===== config.mk =====
export PLATFORM = sky130hd
export DESIGN_NAME = req_encoder32
export DESIGN_NICKNAME = d
export VERILOG_FILES = /design/src/rtl/traffic_pkg.sv /design/src/rtl/prio_enc32.sv /design/src/rtl/req_encoder32.sv
export SDC_FILE = /design/constraint.sdc
export NUM_CORES = 1
export LEC_CHECK = 0
export CAP_MARGIN = 10
export CORE_ASPECT_RATIO = 1.5
export CORE_MARGIN = 10
export CORE_UTILIZATION = 45
export DETAILED_ROUTE_END_ITERATION = 12
export PLACE_DENSITY = 0.79
export RECOVER_POWER = 25
export SYNTH_ARGS = -nofsm -noshare
export SYNTH_HDL_FRONTEND = slang
export SYNTH_SLANG_ARGS = --single-unit
export TNS_END_PERCENT = 30

===== constraint.sdc =====
create_clock -name clk -period 5.06 [get_ports clk]
set_clock_uncertainty 0.2 [all_clocks]
set_input_delay 1.265 -clock clk [delete_from_list [all_inputs] [get_ports clk]]
set_output_delay 1.265 -clock clk [all_outputs]
set_load 0.01 [all_outputs]

===== src/rtl/traffic_pkg.sv =====
// Shared definitions for the lane request encoder: lane geometry, FSM states
// and a small one-hot helper.
package traffic_pkg;

  localparam int unsigned NUM_LANES  = 32;
  localparam int unsigned LANE_IDX_W = 5;

  typedef enum logic [1:0] {
    ST_IDLE,
    ST_SCAN,
    ST_PRESENT
  } state_t;

  // 5-to-32 lane decode; the encoder's code_o is its inverse.
  function automatic logic [NUM_LANES-1:0] lane_onehot(input logic [LANE_IDX_W-1:0] idx);
    logic [NUM_LANES-1:0] v;
    v = '0;
    v[idx] = 1'b1;
    return v;
  endfunction

endpackage


===== src/rtl/prio_enc32.sv =====
// Combinational 32-bit priority encoder: index of the lowest set bit plus a
// found flag. Index is 0 when nothing is set.
module prio_enc32
  import traffic_pkg::*;
(
  input  logic [31:0] i_vec,
  output logic [4:0]  o_idx,
  output logic        o_found
);

  // Lowest-index set bit wins.
  always_comb begin
    o_idx   = '0;
    o_found = 1'b0;
    for (int unsigned i = 0; i < NUM_LANES; i++) begin
      if (i_vec[i] && !o_found) begin
        o_idx   = LANE_IDX_W'(i);
        o_found = 1'b1;
      end
    end
  end

endmodule


===== src/rtl/req_encoder32.sv =====
// Lane request encoder: accumulates request strobes into a pending vector and
// presents one granted lane index at a time over a valid/ready handshake.
// Define REQ_ENC_ROUND_ROBIN_EN for round-robin arbitration; otherwise the
// lowest pending lane always wins.
module req_encoder32
  import traffic_pkg::*;
(
  input  logic        clk,
  input  logic        rst_n,
  input  logic [31:0] req_i,
  output logic [4:0]  code_o,
  output logic        code_valid_o,
  input  logic        code_ready_i,
  output logic [31:0] pending_o
);

  state_t      r_state;
  state_t      w_state_nxt;
  logic [31:0] r_pending;
  logic [31:0] w_pending_nxt;
  logic [31:0] w_clr;
  logic [31:0] w_scan_vec;
  logic [4:0]  r_code;
  logic [4:0]  w_idx;
  logic [4:0]  w_win;
  logic        w_found;
  logic        w_hs;

  assign w_hs          = (r_state == ST_PRESENT) && code_ready_i;
  assign w_clr         = w_hs ? lane_onehot(r_code) : '0;
  assign w_pending_nxt = (r_pending & ~w_clr) | req_i;

`ifdef REQ_ENC_ROUND_ROBIN_EN
  logic [4:0] r_ptr;

  // Rotate pending so the pointer lane lands at bit 0; the encoder result is
  // then an offset from the pointer, added back modulo 32.
  always_comb begin
    w_scan_vec = '0;
    for (int unsigned i = 0; i < NUM_LANES; i++) begin
      w_scan_vec[i] = r_pending[LANE_IDX_W'(i) + r_ptr];
    end
  end

  assign w_win = w_idx + r_ptr;

  // Pointer moves just past the lane that completed a handshake.
  always_ff @(posedge clk or negedge rst_n) begin
    if (!rst_n) begin
      r_ptr <= '0;
    end else if (w_hs) begin
      r_ptr <= r_code + 5'd1;
    end
  end
`else
  assign w_scan_vec = r_pending;
  assign w_win      = w_idx;
`endif

  prio_enc32 u_prio_enc32 (
    .i_vec   (w_scan_vec),
    .o_idx   (w_idx),
    .o_found (w_found)
  );

  // Pending accumulation; a new request beats the clear of the same bit.
  always_ff @(posedge clk or negedge rst_n) begin
    if (!rst_n) begin
      r_pending <= '0;
    end else begin
      r_pending <= w_pending_nxt;
    end
  end

  // State register.
  always_ff @(posedge clk or negedge rst_n) begin
    if (!rst_n) begin
      r_state <= ST_IDLE;
    end else begin
      r_state <= w_state_nxt;
    end
  end

  // Next-state decode.
  always_comb begin
    w_state_nxt = r_state;
    unique case (r_state)
      ST_IDLE: begin
        if (r_pending != '0) w_state_nxt = ST_SCAN;
      end
      ST_SCAN: begin
        w_state_nxt = w_found ? ST_PRESENT : ST_IDLE;
      end
      ST_PRESENT: begin
        if (w_hs) w_state_nxt = (w_pending_nxt != '0) ? ST_SCAN : ST_IDLE;
      end
      default: w_state_nxt = ST_IDLE;
    endcase
  end

  // Winner is captured only in SCAN, so code_o is frozen while presented.
  always_ff @(posedge clk or negedge rst_n) begin
    if (!rst_n) begin
      r_code <= '0;
    end else if (r_state == ST_SCAN && w_found) begin
      r_code <= w_win;
    end
  end

  assign code_o       = r_code;
  assign code_valid_o = (r_state == ST_PRESENT);
  assign pending_o    = r_pending;

endmodule


Word level (Yosys, flattened, before mapping)
Index checks and enable logic that the tools add are counted.
Cells by class
  multiplexer cells: 71
  reductions and logical operators: 69
  magnitude comparators: 2
  equality and inequality tests: 4
  bitwise operators: 3
Operators by type and width (number)
  5-bit two-way mux: 16
  32-bit nonzero test: 2
  1-bit two-way mux: 35
  1-bit logical AND: 34
  32-bit bitwise AND: 1
  32-bit two-way mux: 1
  4-bit two-way mux: 8
  32-bit NOT: 1
  32-bit bitwise OR: 1
  1-bit zero test: 31
  3-bit two-way mux: 4
  2-bit two-way mux: 5
  5-bit by 6-bit less-than comparator with 1-bit output, second input constant: 1
  2-bit one-hot mux with 3 select lines: 1
  1-bit demux with 5-bit select: 1
  5-bit by 1-bit >= comparator with 1-bit output, second input constant: 1
  2-bit by 1-bit equality test with 1-bit output, second input constant: 1
  2-bit equality test, second input constant: 1
  2-bit zero test: 1
  2-bit by 1-bit inequality test with 1-bit output, second input constant: 1
  2-bit inequality test, second input constant: 1
  2-bit AND reduction: 1
Word-level totals
  output and inout port bits: 38
  logic and storage cells: 152
  input port bits: 35
  flip-flop bits (word level): 39

Logic depth before layout (Yosys ltp)
  depth in word-level cells: 96
  gate-level depth with buffers: 7
  mapped depth without buffers: 6

Modules after synthesis
From an unflattened synthesis, not the netlist that was laid out.
Unflattened totals
  cells, all modules: 230
  area total of the unflattened synthesis: 2255.9 um2
By module, submodules not included
  req_encoder32: times used 1, cells each 161, sequential area each 975.9 um2, area each 1814.2 um2
  prio_enc32: times used 1, cells each 69, sequential area each 0.0 um2, area each 441.7 um2

Worst setup path before layout
No wires, ideal clock.
  kind: input to register
  from: input code_ready_i
  to: register r_state[0]
  path slack: 2.131 ns
  stages on the path: 7
  setup time: 0.119 ns
  path buffers: 1
  required time: 4.741 ns
  arrival time: 2.610 ns
  cells stage by stage: and4b_1 > buf_6 > a41oi_4 > or4_4 > nor4_2 > nand4_1 > o21a_1
Between the ends
  word-level cells in the longest chain between the ends: 9
  elaborated cells on any way between the ends: 11
  those cells by class: eq/ne: 1; mux: 4; bitwise: 3; reduce/logical: 3
RTL lines
  start, declared: RTL line req_encoder32.sv:13  | input logic code_ready_i,
  1-bit logical AND: RTL line req_encoder32.sv:29  | assign w_hs = (r_state == ST_PRESENT) && code_ready_i;
  32-bit two-way mux: RTL line req_encoder32.sv:30  | assign w_clr = w_hs ? lane_onehot(r_code) : '0;
  32-bit NOT: RTL line req_encoder32.sv:31  | assign w_pending_nxt = (r_pending & ~w_clr) | req_i;
  32-bit bitwise AND: RTL line req_encoder32.sv:31
  32-bit bitwise OR: RTL line req_encoder32.sv:31
  via w_pending_nxt[22]: RTL line req_encoder32.sv:20  | logic [31:0] w_pending_nxt;
  32-bit nonzero test: RTL line req_encoder32.sv:95  | if (w_hs) w_state_nxt = (w_pending_nxt != '0) ? ST_SCAN : ST_IDLE;
  1-bit two-way mux: RTL line req_encoder32.sv:95
  2-bit two-way mux: RTL line req_encoder32.sv:95
  2-bit one-hot mux with 3 select lines: RTL line req_encoder32.sv:87  | unique case (r_state)
  end signal, assigned: RTL line req_encoder32.sv:80  | r_state <= w_state_nxt;
  end, declared: RTL line req_encoder32.sv:17  | state_t r_state;
The timed path passes the listed nets, and every way through them passes these cells. The select of a mux whose other input is x is not followed.
A chain may end at the register's enable or synchronous reset.

Worst setup path after layout
Ends and elaborated chain as after synthesis.

==> metrics.md <==
| Metric | Value |
|---|---|
| Int Power | 0.6274 mW |
| Yosys warning count | 0 |
| # DRC | 0 |
| Fin. Hold Viols | 0 |
| IO Port Bufs | 72 |
| Lkg Pwr | 1.082 nW |
| Filler cells | 393 |
| CP startpoint kind | input pin |
| Largest net degree at the start of global routing | 40 |
| Nets | 360 |
| CP Data Required Time | 5050 ps |
| Relative slew margins | -38.75% |
| Part of the power in combinational logic | 28.3% |
| Crit end category | flop |
| Clock power share | 28.1% |
| Post-synthesis sequential area ratio | 45.11% |
| Slew Limit Fails | 40 |
| Max-cap violation count | 1 |
| Cell Area, Placed | 2913 um2 |
| Clk Tree Root Cell | clkbuf_8 |
| CTS Buffer Depth | 2 |
| Sequential share of power | 43.6% |
| Worst VDD drop | 0.0002703 V |
| Initial core utilization | 47.24% |
| DRT antenna net count | 0 |
| # diodes | 0 |
| Final WL | 7332 um |
| DP HPWL | 5704 um |
| Synth unique cells | 47 |
| Postcts setup bufs | 0 |
| # rows | 30 |
| CP max stage cell | and4bb_1 |
| Grt total ovfl | 0 |
| Area grow syn2layout | 40.02% |
| Share of layout cells above drive strength 1 | 4.601% |
| Wirelength per Cell | 18.80 um |
| Post-synthesis cell count | 253 |
| Via count of the first global-routing pass | 2313 |
| Status | finished, violations left |
| Latest clock arrival within the worst-skew pair | 300 ps |
| Min-Delay Path Class | reg2reg |
| GPL Wtd Cong | 0.8978 |
| CTS tree | yes |
| Leading cell type in the layout, fill and taps excluded | clkdlybuf4s50_1 |
| Initial antenna violation count | 0 |
| Worst path arrival time | 3630 ps |
| Worst path cell trace | clkdlybuf4s50_1, and4bb_1, and2_0, a41oi_1, nor4_1, nand4_1, o21a_1 |
| Syn_area_per_cell | 8.551 um2 |
| CTS buffer count | 5 |
| Buf/Inv on CP | 1 |
| # IOs | 73 |
| Die height | 104.9 um |
| Drt first pass iters | 5 |
| Vias post-DR | 2295 |
| Vias/cell | 5.885 |
| P per Cell Area | 316.3 nW/um2 |
| Final min period | 3632 ps |
| Core ar. | 4579 um2 |
| First-pass GRT wire length | 11670 um |
| Design Area, Final | 3029 um2 |
| Post-CTS Hold Buffers | 0 |
| Multi-input gate area | 1079 um2 |
| Die ar. | 8038 um2 |
| Final setup viols | 0 |
| Number of H-tree levels | 2 |
| Achievable Freq | 275.3 MHz |
| Clock sink count | 39 |
| FF+latch count, synth | 39 |
| GR Util All Layers | 17.89% |
| Min Hold Slack | 391.1 ps |
| Final total power | 0.9581 mW |
| Max stage delay on crit path | 560 ps |
| Switching share of power | 34.51% |
| Starting DRT DRC Count | 174 |
| Cts repair resizes | 0 |
| Number of synthesized flops with an enable pin | 0 |
| Critical Path Fanout Max | 11 |
| Violated checks | max-capacitance violations, max-slew violations |
| Die width | 76.61 um |
| Commonest non-fill, non-tap cells in the layout | clkdlybuf4s50_1 (71), nor2_1 (66), dfrtp_1 (39) |
| FF/Latch Area | 975.9 um2 |
| Period Utilization, post-route | 71.78% |
| Cell area after synthesis | 2163 um2 |
| Mapped Nets | 288 |
| Synth Flop Type | dfrtp_1 |
| Clock-pin slew on the worst setup and hold paths | 80 ps |
| Sw power | 0.3307 mW |
| Ys async rst share | 100.0% |
| Crit Path Category | in2reg |
| Setup_tns | 0 ps |
| Worst Tran Pin Value | 2081 ps |
| RSZ-0062 raised after global routing | false |
| Delay-heaviest family, CP | simple AND/OR/NAND/NOR gates |
[metrics by stage]
step / utilization, % / std cells / worst slack (ps)
after floorplan: - / 253 / 2131
after global placement: 63.61 / 382 / 1297
after detailed placement: 63.61 / 382 / 1159
after CTS: 66.17 / 390 / 1478
after global routing: 66.15 / 390 / 1245
final: 66.15 / 390 / 1428
[logic make-up (layout without fill, tap and decap cells)]
| logic type | count (synthesis) | count (layout) | synth area share, % |
|---|---|---|---|
| AND/OR/NAND/NOR | 127 | 127 | 29.90 |
| AO/OA/AOI/OAI | 64 | 64 | 19.95 |
| flip-flops | 39 | 39 | 45.11 |
| buffers and inverters | 23 | 96 | 5.032 |
[worst paths after layout]
path	startpoint	end	slack (ps)	cells past startpoint
setup reg to reg	r_state[0]$_DFFE_PN0P_	r_state[0]$_DFFE_PN0P_	2430	6
max in group asynchronous	rst_n	pending_o[17]$_DFF_PN0_	2110	1
setup / recovery	code_ready_i	r_state[0]$_DFFE_PN0P_	1430	7
hold reg to reg	pending_o[14]$_DFF_PN0_	pending_o[14]$_DFF_PN0_	390	1
min in group asynchronous	rst_n	pending_o[14]$_DFF_PN0_	1360	1
hold / removal	pending_o[14]$_DFF_PN0_	pending_o[14]$_DFF_PN0_	390	1
[cells in the mapped netlist, drive strengths merged (2+ instances only)]
master | n | share of area, %
nor4 | 15 | 4.6
a31oi | 9 | 2.6
a21oi | 21 | 4.9
o21bai | 3 | 1.0
and3b | 2 | 0.87
a41oi | 3 | 2.1
clkbuf | 3 | 0.52
nor3 | 8 | 2.1
nor2 | 66 | 11
a211o | 2 | 0.81
a21o | 9 | 3.1
dfrtp | 39 | 45
nand2b | 2 | 0.58
nand4 | 6 | 1.7
buf | 4 | 1.6
a221oi | 2 | 0.81
o21ai | 7 | 1.6
inv | 16 | 2.9
nor4b | 2 | 1.1
or3b | 2 | 0.81
nand2 | 8 | 1.4
nand3 | 7 | 1.6
[power by group through the flow]
stage / Sequential (mW) / Combinational (mW) / Clock [mW]
after floorplan: 0.389 / 0.172 / 0
after global placement: 0.420 / 0.268 / 0
after detailed placement: 0.420 / 0.269 / 0
after CTS: 0.415 / 0.271 / 0.273
after global routing: 0.425 / 0.295 / 0.283
final: 0.418 / 0.271 / 0.269
[routing by layer]
| layer | GRT usage (%) | wire length [um] | vias to the layer above |
|---|---|---|---|
| li1 | - | - | 1057 |
| met1 | 18.62 | 2691 | 1099 |
| met2 | 32.40 | 3950 | 125 |
| met3 | 4.288 | 522 | 14 |
| met4 | 9.067 | 167 | 0 |
| met5 | 0 | 0 | - |
[sequential cells by signal, indices dropped and copies added (netlist names)]
| register | flops |
|---|---|
| code_o | 5 |
| pending_o | 32 |
| r_state | 2 |
[final cells by class]
| class | instances | area share [%] |
|---|---|---|
| flip-flops and latches | 39 | 32.22 |
| well taps | 64 | 2.644 |
| inverters | 16 | 2.065 |
| multi-input cells | 191 | 35.60 |
| clock inverters | 2 | 1.157 |
| clock buffers | 6 | 2.726 |
| repair buffers | 72 | 23.59 |
(Power assumes the default switching activity.)
